$ cat src/rtl/euler_row_sequencer.sv
// ============================================================================
//  Module      : euler_row_sequencer
//  Description : Sequences one Euler-integration run over the row-wise
//                datapath. Each step issues rows 0..num_rows-1 to the row
//                MAC engine (request/ack, then end-of-row), then requests the
//                state update x += h*dx. Repeats for num_steps steps.
//  Revision    : 1.0 - initial release
// ----------------------------------------------------------------------------
//  Optional feature macro: EULER_SEQ_ABORT_EN
//    When defined, adds input abort and output aborted. abort in any busy
//    state (other than FIN) ends the run through FIN with a done pulse,
//    freezing step_cnt and dropping any outstanding request.
// ----------------------------------------------------------------------------
//  Ports
//    clk          in   clock, rising edge
//    rst_async_n  in   asynchronous reset, active low
//    rst_sync     in   synchronous clear, active high (same effect as reset)
//    start        in   start a run (sampled only in IDLE)
//    num_rows     in   rows per step, latched on accepted start
//    num_steps    in   steps per run, latched on accepted start
//    row_req      out  row issue request, held until row_ack
//    row_idx      out  row being issued/processed
//    row_ack      in   row engine accepted row_idx
//    row_done     in   row engine finished current row
//    upd_req      out  one-cycle pulse: apply the Euler update for this step
//    upd_done     in   state update written back
//    step_cnt     out  completed steps in the current/last run
//    busy         out  high in every state except IDLE
//    done         out  one-cycle pulse at end of run
//    cfg_err      out  last start had a zero row or step count
//    abort        in   (EULER_SEQ_ABORT_EN) abort the current run
//    aborted      out  (EULER_SEQ_ABORT_EN) last run was aborted
// ============================================================================
`default_nettype none

module euler_row_sequencer #(
  parameter int ROW_W  = 8,
  parameter int STEP_W = 16
) (
  input  logic              clk,
  input  logic              rst_async_n,
  input  logic              rst_sync,
  input  logic              start,
  input  logic [ROW_W-1:0]  num_rows,
  input  logic [STEP_W-1:0] num_steps,
  output logic              row_req,
  output logic [ROW_W-1:0]  row_idx,
  input  logic              row_ack,
  input  logic              row_done,
  output logic              upd_req,
  input  logic              upd_done,
  output logic [STEP_W-1:0] step_cnt,
  output logic              busy,
  output logic              done,
  output logic              cfg_err
`ifdef EULER_SEQ_ABORT_EN
  ,
  input  logic              abort,
  output logic              aborted
`endif
);

  typedef enum logic [2:0] {
    IDLE     = 3'd0,
    ISSUE    = 3'd1,
    WAIT_ROW = 3'd2,
    UPDATE   = 3'd3,
    WAIT_UPD = 3'd4,
    FIN      = 3'd5
  } state_t;

  state_t            state;
  logic [ROW_W-1:0]  rows_cfg;
  logic [STEP_W-1:0] steps_cfg;

  logic              abort_hit;
  logic              row_complete;
  logic              last_row;
  logic              last_step;
  logic [STEP_W-1:0] step_cnt_inc;

`ifdef EULER_SEQ_ABORT_EN
  // FIN is already on its way back to IDLE, so abort there changes nothing.
  assign abort_hit = abort && (state != IDLE) && (state != FIN);
`else
  assign abort_hit = 1'b0;
`endif

  // A row completes on row_done in WAIT_ROW, or on ack+done together in ISSUE.
  assign row_complete = row_done && ((state == WAIT_ROW) || ((state == ISSUE) && row_ack));

  // rows_cfg is never zero while a row is in flight, so the subtraction
  // cannot wrap during a run.
  assign last_row     = (row_idx == (rows_cfg - ROW_W'(1)));
  assign step_cnt_inc = step_cnt + STEP_W'(1);
  assign last_step    = (step_cnt_inc == steps_cfg);

  always_ff @(posedge clk or negedge rst_async_n) begin
    if (!rst_async_n) begin
      state     <= IDLE;
      rows_cfg  <= '0;
      steps_cfg <= '0;
      row_req   <= 1'b0;
      row_idx   <= '0;
      upd_req   <= 1'b0;
      step_cnt  <= '0;
      busy      <= 1'b0;
      done      <= 1'b0;
      cfg_err   <= 1'b0;
`ifdef EULER_SEQ_ABORT_EN
      aborted   <= 1'b0;
`endif
    end else if (rst_sync) begin
      state     <= IDLE;
      rows_cfg  <= '0;
      steps_cfg <= '0;
      row_req   <= 1'b0;
      row_idx   <= '0;
      upd_req   <= 1'b0;
      step_cnt  <= '0;
      busy      <= 1'b0;
      done      <= 1'b0;
      cfg_err   <= 1'b0;
`ifdef EULER_SEQ_ABORT_EN
      aborted   <= 1'b0;
`endif
    end else begin
      // Pulse outputs default low; states that need them re-assert.
      done    <= 1'b0;
      upd_req <= 1'b0;

      case (state)
        IDLE: begin
          if (start) begin
            rows_cfg  <= num_rows;
            steps_cfg <= num_steps;
            row_idx   <= '0;
            step_cnt  <= '0;
            busy      <= 1'b1;
`ifdef EULER_SEQ_ABORT_EN
            aborted   <= 1'b0;
`endif
            if ((num_rows == '0) || (num_steps == '0)) begin
              cfg_err <= 1'b1;
              state   <= FIN;
            end else begin
              cfg_err <= 1'b0;
              row_req <= 1'b1;
              state   <= ISSUE;
            end
          end
        end

        ISSUE, WAIT_ROW: begin
          if (abort_hit) begin
            row_req <= 1'b0;
            state   <= FIN;
`ifdef EULER_SEQ_ABORT_EN
            aborted <= 1'b1;
`endif
          end else if (row_complete) begin
            if (!last_row) begin
              row_idx <= row_idx + ROW_W'(1);
              row_req <= 1'b1;
              state   <= ISSUE;
            end else begin
              // upd_req is set on entry so it is high exactly while in UPDATE.
              row_req <= 1'b0;
              upd_req <= 1'b1;
              state   <= UPDATE;
            end
          end else if ((state == ISSUE) && row_ack) begin
            row_req <= 1'b0;
            state   <= WAIT_ROW;
          end
        end

        UPDATE: begin
          if (abort_hit) begin
            state   <= FIN;
`ifdef EULER_SEQ_ABORT_EN
            aborted <= 1'b1;
`endif
          end else begin
            state <= WAIT_UPD;
          end
        end

        WAIT_UPD: begin
          if (abort_hit) begin
            state   <= FIN;
`ifdef EULER_SEQ_ABORT_EN
            aborted <= 1'b1;
`endif
          end else if (upd_done) begin
            step_cnt <= step_cnt_inc;
            if (last_step) begin
              state <= FIN;
            end else begin
              row_idx <= '0;
              row_req <= 1'b1;
              state   <= ISSUE;
            end
          end
        end

        FIN: begin
          // done is registered out of FIN, so it coincides with the first
          // IDLE cycle (busy already low).
          done  <= 1'b1;
          busy  <= 1'b0;
          state <= IDLE;
        end

        default: begin
          row_req <= 1'b0;
          busy    <= 1'b0;
          state   <= IDLE;
        end
      endcase
    end
  end

endmodule

`default_nettype wire
$ cat config.mk
export PLATFORM = sky130hd
export DESIGN_NAME = euler_row_sequencer
export DESIGN_NICKNAME = d
export VERILOG_FILES = /design/src/rtl/euler_row_sequencer.sv
export SDC_FILE = /design/constraint.sdc
export NUM_CORES = 1
export LEC_CHECK = 0
export ABC_AREA = 1
export BUFFER_PORTS_ARGS = -buffer_cell sky130_fd_sc_hd__buf_2
export CORE_AREA = 4 4 65 111
export DETAILED_ROUTE_END_ITERATION = 8
export DIE_AREA = 0 0 69 115
export PLACE_DENSITY = 0.79
export REMOVE_ABC_BUFFERS = 1
export SLEW_MARGIN = 20
export SYNTH_ARGS = -nofsm -noshare
export SYNTH_HDL_FRONTEND = slang
export SYNTH_SLANG_ARGS = --single-unit
$ cat constraint.sdc
create_clock -name clk -period 2.63 [get_ports clk]
set_input_delay 0.526 -clock clk [delete_from_list [all_inputs] [get_ports clk]]
set_output_delay 0.526 -clock clk [all_outputs]
set_load 0.02 [all_outputs]
* Word-level counts from Yosys, hierarchy flattened *
Index checks and enable logic that the tools add are counted.
Widths: inputs -> output; s select.

word-level totals
  memories = 0
  ROM bits = 0
  output and inout port bits = 29
  register bits = 56
  bits in latches = 0
  logic and storage cells = 97
  bits in writable memories = 0

operators by class
  $lt $le $gt $ge = 0
  multiplexer cells = 48
  shifts and indexed selects = 0
  bitwise logic cells = 0
  multipliers = 0
  reduce and logical (&&, ||, !) cells = 20
  add/sub/neg operators = 3
  div/mod/pow operators = 0
  eq/ne operators = 16

operator list
  kind                   count
  $mux 16                6
  $mux 8                 9
  $pmux 16 s2            1
  $pmux 8 s3             1
  $mux 3                 7
  $mux 1                 20
  $ne 3x3->1 const B     6
  $add 16x1->16 const B  1
  $eq 16x16->1           1
  $logic_not 16->1       1
  $pmux 3 s4             1
  $reduce_and 6->1       2
  $add 8x1->8 const B    1
  $eq 8x8->1             1
  $logic_not 8->1        1
  $sub 8x1->8 const B    1
  $eq 3x2->1 const B     2
  $eq 3x3->1 const B     2
  $reduce_and 3->1       2
  $ne 2x1->1 const B     2
  $ne 4x4->1 const B     1
  $pmux 1 s4             1
  $reduce_and 2->1       2
  $reduce_bool 2->1      2
  10 further kinds       13

* Depth between registers and ports, before layout *
Gate-level depths: netlist of the first run.

  word-level depth = 7
  mapped depth = 16

* Worst setup path after synthesis of the first run *
OpenSTA, ideal clock, no wires.

  path kind = register -> register
  start = register step_cnt[0]
  end = register row_idx[2]
  library setup time = 0.065 ns
  data required time = 2.565 ns
  cell stages (with the launch flop) = 16
  arrival = 1.948 ns
  setup slack = 0.616 ns
  path through = dfrtp_1 -> ha_1 -> nand2_2 -> nor2_4 -> nand3_1 -> nand2_1 -> nand2_1 -> nand2_1 -> nand2_1 -> nor2_2 -> nand2_2 -> nor2_4 -> nand3_4 -> nand2_4 -> nand2_1 -> nand2_1

on the way
  cells in the longest elaborated chain, start to end = 4

RTL lines
  element                            RTL line  text
  start, declared                    52        output logic [STEP_W-1:0] step_cnt,
  start signal, assigned             196       step_cnt <= step_cnt_inc;
  $add 16x1->16                      95        assign step_cnt_inc = step_cnt + STEP_W'(1);
  $eq 16x16->1                       96        assign last_step = (step_cnt_inc == steps_cfg);
  $ne 3x3->1 (no source line)        --
  $reduce_and 6->1 (no source line)  --
  end signal, assigned               163       row_idx <= row_idx + ROW_W'(1);
  end, declared                      47        output logic [ROW_W-1:0] row_idx,

No other way between the ends.
A chain may end at the register's enable or synchronous reset.

* Worst setup path in the final report of the first run *
  start = register state[1]
  end = register row_idx[1]

on the way
  cells in the longest elaborated chain, start to end = 6
  elaborated cells on any way between the ends = 17
  classes of those cells = 8 x eq/ne; 2 x mux; 7 x reduce/logical

RTL lines
  element                            RTL line  text
  start, declared                    72        state_t state;
  start signal, assigned             100       state <= IDLE;
  start signal, assigned             114       state <= IDLE;
  start signal, assigned             145       state <= FIN;
  $eq 3x1->1                         90, 132
  $logic_and 1x1->1                  90        assign row_complete = row_done && ((state == WAIT_ROW) || ((state == ISSUE) && row_ack));
  $logic_or 1x1->1                   90
  $logic_and 1x1->1                  90
  $ne 3x3->1 (no source line)        --
  $reduce_and 6->1 (no source line)  --

Several ways; a longest one is shown, not always the timed one.

==> flow_metrics.env, run 1 <==
export IMPL_status="finished clean"
export IMPL_dr_pass1_iters=4
export IMPL_yosysTopAreaCell="dfrtp_1"
export IMPL_ant_nets=0
export IMPL_clockBufferDepth=2
export IMPL_setup_viol=0
export IMPL_slowest_delay_ps=660
export IMPL_synth_edff_count=0
export IMPL_cts_setup_buffers=0
export IMPL_ir_drop_uv=463.3
export IMPL_dieHeight_um=115
export IMPL_dieArea_um2=7935
export IMPL_async_flop_share_pct=100.0
export IMPL_cts_repair_resized=0
export IMPL_clkSlewWorstSetupHoldPaths_ps=100
export IMPL_gp_congestion=0.8682
export IMPL_crit_type="reg -> reg"
export IMPL_cpMaxStageDelayCell="a21oi_2"
export IMPL_syn_area_um2=3517
export IMPL_required_ps=2840
export IMPL_insertion_delay_ps=320
export IMPL_hp_class="in -> async"
export IMPL_ys_types=31
export IMPL_cp_start_kind="register"
export IMPL_root_buffer="clkbuf_8"
export IMPL_clock_skew_ps=12.74
export IMPL_core_area_um2=6276
export IMPL_design_area_um2=4014
export IMPL_finalNetCount=585
export IMPL_syn_instance_count=488
export IMPL_avgSynthCellArea_um2=7.207
export IMPL_cp_cell_sequence="nor2_2, inv_1, nor2_2, nand2_1, nand2_1, a21oi_2, or2_0, nand3_1, inv_2, nand2_4, nand2_1, nand2_1"
export IMPL_first_iter_violations=237
export IMPL_grt_max_degree=30
export IMPL_critPathArrivalTime_ps=2540
export IMPL_r2r_start="state[1]$_DFFE_PN0P_"
export IMPL_io_pins=60
export IMPL_routedWlPerCell_um=15.43
export IMPL_hpwl_mm=7.447
export IMPL_ys_ff_latch=56
export IMPL_antenna_cells=0
export IMPL_die_w_um=69
export IMPL_area_growth_pct=14.12
export IMPL_placed_area_um2=3920
export IMPL_vias=3543
export IMPL_final_hold_violation_count=0
export IMPL_min_period_ps=2334
export IMPL_antenna_found_initial=0
export IMPL_synth_most_common_cell="nand2_1"
export IMPL_synth_flop_cell="dfrtp_1"
export IMPL_cts_htree_levels=2
export IMPL_slew_viol_final=0
export IMPL_timing_fmax_mhz=428.4
export IMPL_r2r_end="row_idx[1]$_DFFE_PN0P_"
export IMPL_drc=0
export IMPL_cts_sinks=56
export IMPL_groute_usage_overall_pct=26.03
export IMPL_fin_crit_sh_pct=88.76
export IMPL_leakage_nw=2.001
export IMPL_grt_first_pass_wirelength_mm=16.59
export IMPL_rows=38
export IMPL_start_util_pct=56.04
export IMPL_layout_drive_gt1_share_pct=18.84
export IMPL_cts_made_buffers=5
export IMPL_synth_top_area_share_pct=39.84
export IMPL_crit_fanout=17
export IMPL_synth_warnings=0
export IMPL_seq_area_frac_synth_pct=39.84
export IMPL_power_density_nw_per_um2=641.0
export IMPL_end_kind="register"
export IMPL_grt_setup_unrepaired="no"
export IMPL_grt_overflow=0
export IMPL_power_mw=2.573
export IMPL_setup_tns_ps=0
export IMPL_worst_r2r_path_depth=12
export IMPL_r2r_slack_ps=300
export IMPL_portBuffers=59
export IMPL_maxSlewHeadroom_pct=40.48
export IMPL_via_per_inst=5.606
export IMPL_max_cap_violations=0
export IMPL_holdBufCountCts=0
export IMPL_cts_tree="done"
export IMPL_yosys_top_cells_area="dfrtp_1 40%, nand2_1 13%, nand3_1 10%"
export IMPL_drt_total_wl_mm=9.750
export IMPL_tightest_slew_ps=892.9
export IMPL_grt_pass1_vias=3608
export IMPL_synthTopCellsByCount="123 x nand2_1, 73 x nand3_1, 65 x inv_1, 56 x dfrtp_1, 37 x nor2_1"
export IMPL_cpMostUsedCell="nand2_1"
-- cells in the final DEF, fill, tap and decap left out, types with 7 or more instances in the layout --
cell type / netlist / routed
nor2_2: 7 / 7
xor2_1: 8 / 8
nand2_2: 7 / 7
dfrtp_1: 56 / 56
o22ai_1: 19 / 19
buf_2: 0 / 59
nand4_1: 10 / 10
nand2_1: 123 / 123
inv_1: 65 / 65
nor2_4: 8 / 8
nand3_1: 73 / 73
nor2_1: 37 / 37
o21ai_0: 28 / 27
-- through the flow --
stage | worst slack, ps | util [%] | hold WS (ps) | instances
final | 295.6 | 63.96 | 125.8 | 632
after global routing | 87.34 | 63.96 | 139.6 | 632
after CTS | 299.9 | 63.96 | 126.0 | 632
after detailed placement | 303.0 | 62.46 | 463.0 | 624
after global placement | 352.8 | 62.46 | 460.3 | 624
after floorplan | 536.6 | - | 230.4 | 479
-- flip-flops by register name, summed over array words and instances (netlist names) --
name / count
steps_cfg: 16
state: 3
step_cnt: 16
rows_cfg: 8
upd_req: 1
row_req: 1
busy: 1
row_idx: 8
done: 1
cfg_err: 1
-- kinds of logic after synthesis --
family                   share of synthesized area [%]
AO/OA/AOI/OAI                                    8.716
adder cells (fa/ha/maj)                          1.067
multiplexers                                    0.2846
AND/OR/NAND/NOR                                  38.49
buffers and inverters                            8.111
flip-flops                                       39.84
XOR/XNOR                                         3.486
-- cell type report --
class                   instances  area [um2]
inverters                      66       247.7
flip-flops and latches         56        1401
clock inverters                 1       7.507
well taps                      80       100.1
fillers                       605        2262
multi-input cells             357        1831
clock buffers                   7       86.33
repair buffers                 65       340.3
-- routing by layer --
layer	up-vias	track usage, %	wire length, um
met5	-	0	0
met4	0	13.04	408
met3	31	4.024	496
met2	112	50.00	5421
met1	1684	27.00	3423
li1	1716	-	-
-- how the worst max path moves through the flow --
stage / depth (start not counted) / from / to
finish: 12 / state[1]$_DFFE_PN0P_ / row_idx[1]$_DFFE_PN0P_
global route: 12 / state[1]$_DFFE_PN0P_ / row_idx[1]$_DFFE_PN0P_
CTS: 12 / state[1]$_DFFE_PN0P_ / row_idx[3]$_DFFE_PN0P_
detailed placement: 11 / rst_sync / row_idx[4]$_DFFE_PN0P_
global placement: 11 / rst_sync / row_idx[0]$_DFFE_PN0P_
floorplan: 3 / rst_sync / cfg_err$_DFFE_PN0P_
-- report_power, final --
| group | switching, mW | internal (mW) |
|---|---|---|
| clock | 0.297 | 0.215 |
| sequential | 0.0989 | 0.967 |
| combinational | 0.674 | 0.320 |
-- worst max-delay path, delay by kind of cell, from the launching register on --
family          cells  cell delay, ps
compound gates      1             660
buf+inv             2             300
simple gates        9             810
flops               1             450
No activity file was read; power rests on OpenSTA's default activity.
==> run 2, diff against run 1 <==
--- a/config.mk
+++ b/config.mk
@@ -6,11 +6,11 @@
 export NUM_CORES = 1
 export LEC_CHECK = 0
 export ABC_AREA = 1
-export BUFFER_PORTS_ARGS = -buffer_cell sky130_fd_sc_hd__buf_2
-export CORE_AREA = 4 4 65 111
+export CORE_AREA = 4 4 62 106
 export DETAILED_ROUTE_END_ITERATION = 8
-export DIE_AREA = 0 0 69 115
-export PLACE_DENSITY = 0.79
+export DIE_AREA = 0 0 66 110
+export DONT_BUFFER_PORTS = 1
+export PLACE_DENSITY = 0.77
 export REMOVE_ABC_BUFFERS = 1
 export SLEW_MARGIN = 20
 export SYNTH_ARGS = -nofsm -noshare
==> flow_metrics.env, run 2 (same netlist as run 1, synthesis figures left out) <==
export IMPL_status="finished clean"
export IMPL_cts_made_buffers=5
export IMPL_clock_skew_ps=10.79
export IMPL_min_period_ps=2319
export IMPL_first_iter_violations=211
export IMPL_dieHeight_um=110
export IMPL_dieArea_um2=7260
export IMPL_grt_max_degree=57
export IMPL_slowest_delay_ps=670
export IMPL_crit_type="reg -> reg"
export IMPL_setup_tns_ps=0
export IMPL_drc=0
export IMPL_core_area_um2=5630
export IMPL_r2r_slack_ps=310
export IMPL_groute_usage_overall_pct=27.69
export IMPL_power_internal_mw=1.483
export IMPL_power_share_clock_pct=20.0
export IMPL_antenna_found_initial=0
export IMPL_pre_cts_slack_ps=371.5
export IMPL_fin_util_pct=66.24
export IMPL_clkSlewWorstSetupHoldPaths_ps=100
export IMPL_rows=36
export IMPL_grt_setup_unrepaired="no"
export IMPL_insertion_delay_ps=320
export IMPL_p_sw_share_pct=40.68
export IMPL_cts_tree="done"
export IMPL_reg_largest_list="step_cnt: 16 flops, steps_cfg: 16 flops"
export IMPL_cp_buffers_inverters=2
export IMPL_maxSlewHeadroom_pct=39.02
export IMPL_holdWs_ps=45.97
export IMPL_grt_first_pass_wirelength_mm=15.28
export IMPL_setup_viol=0
export IMPL_placed_area_um2=3612
export IMPL_portBuffers=0
export IMPL_pwr_share_seq_pct=43.9
export IMPL_leakage_nw=1.733
export IMPL_timing_fmax_mhz=431.2
export IMPL_cts_htree_levels=2
export IMPL_crit_fanout=17
export IMPL_start_util_pct=62.47
export IMPL_final_cell_mix="123 x nand2_1, 73 x nand3_1, 65 x inv_1"
export IMPL_clockBufferDepth=2
export IMPL_ant_nets=0
export IMPL_crit_family="simple AND/OR/NAND/NOR gates"
export IMPL_cts_setup_buffers=0
export IMPL_routedWlPerCell_um=16.01
export IMPL_area_growth_pct=6.048
export IMPL_cts_sinks=56
export IMPL_tightest_slew_ps=914.7
export IMPL_p_switching_mw=1.017
export IMPL_critPathArrivalTime_ps=2530
export IMPL_cpMaxStageDelayCell="a21oi_2"
export IMPL_cts_repair_resized=0
export IMPL_ir_drop_uv=497.5
export IMPL_gp_congestion=0.8763
export IMPL_required_ps=2840
export IMPL_power_density_nw_per_um2=670.3
export IMPL_final_hold_violation_count=0
export IMPL_die_w_um=66
export IMPL_cp_cell_sequence="nor2_2, inv_1, nor2_2, nand2_1, nand2_1, a21oi_2, or2_0, nand3_1, inv_2, nand2_4, nand2_1, nand2_1"
export IMPL_end_kind="register"
export IMPL_root_buffer="clkbuf_8"
export IMPL_grt_pass1_vias=3353
export IMPL_holdBufCountCts=1
export IMPL_cp_start_kind="register"
export IMPL_hpwl_mm=6.954
export IMPL_finalWorstSetupSlack_ps=311.1
export IMPL_antenna_cells=0
export IMPL_grt_overflow=0
export IMPL_vias=3238
export IMPL_drt_total_wl_mm=9.111
export IMPL_final_common_cell="nand2_1"
export IMPL_max_cap_violations=0
export IMPL_design_area_um2=3730
export IMPL_fin_crit_sh_pct=88.17
export IMPL_io_pins=60
export IMPL_via_per_inst=5.691
export IMPL_dr_pass1_iters=4
export IMPL_hp_class="in -> async"
export IMPL_finalNetCount=526
export IMPL_slew_viol_final=0
export IMPL_layout_drive_gt1_share_pct=8.925
export IMPL_cpMostUsedCell="nand2_1"
export IMPL_p_comb_share_pct=36.1
run 2: cell types whose count changed in the layout (fill, tap and decap cells not counted):
| cell | previous run | this run |
|---|---|---|
| buf_4 | 6 | 5 |
| buf_2 | 59 | 0 |
| buf_16 | 0 | 1 |
| clkinvlp_4 | 1 | 0 |
| clkbuf_1 | 1 | 2 |
run 2: through the flow:
stage | std cells | power, mW
after detailed placement | 560 | 1.987
final | 569 | 2.500
after floorplan | 479 | 1.764
after global routing | 569 | 2.682
after global placement | 560 | 1.962
after CTS | 569 | 2.510
run 2: layout make-up:
cell class / count / area (um2)
clock buffer: 8 / 90.09
fill: 514 / 1901
inverter: 66 / 247.7
multi-input combinational: 357 / 1831
sequential: 56 / 1401
tap: 76 / 95.09
timing repair buffer: 6 / 65.06
run 2: final timing paths:
check,end,startpoint,cells past startpoint
worst min register to register,steps_cfg[0]$_DFFE_PN0P_,steps_cfg[0]$_DFFE_PN0P_,2
max in group asynchronous,done$_DFF_PN0_,rst_async_n,1
min in group clk,upd_req$_DFF_PN0_,rst_sync,1
worst max register to register,row_idx[1]$_DFFE_PN0P_,state[1]$_DFFE_PN0P_,12
worst max-delay path,row_idx[1]$_DFFE_PN0P_,state[1]$_DFFE_PN0P_,12
worst min-delay path,step_cnt[9]$_DFFE_PN0P_,rst_async_n,1
run 2: worst register-to-register path, delay by kind of cell (launching register included):
| kind | cells | cell delay (ps) |
|---|---|---|
| compound gates | 1 | 670 |
| simple gates | 9 | 820 |
| buf+inv | 2 | 280 |
| flops | 1 | 440 |
run 2: power groups by stage:
stage	Combinational [mW]	Clock, mW	Sequential [mW]
global placement	0.854	0	1.11
global route	1.03	0.539	1.11
detailed placement	0.873	0	1.11
CTS	0.903	0.511	1.10
floorplan	0.678	0	1.09
finish	0.903	0.499	1.10
run 2: layer usage:
metal,track usage (%),share of wire [%]
met4,14.53,3.9
met3,6.998,5.9
met1,26.61,35
met2,52.55,55
met5,0,0
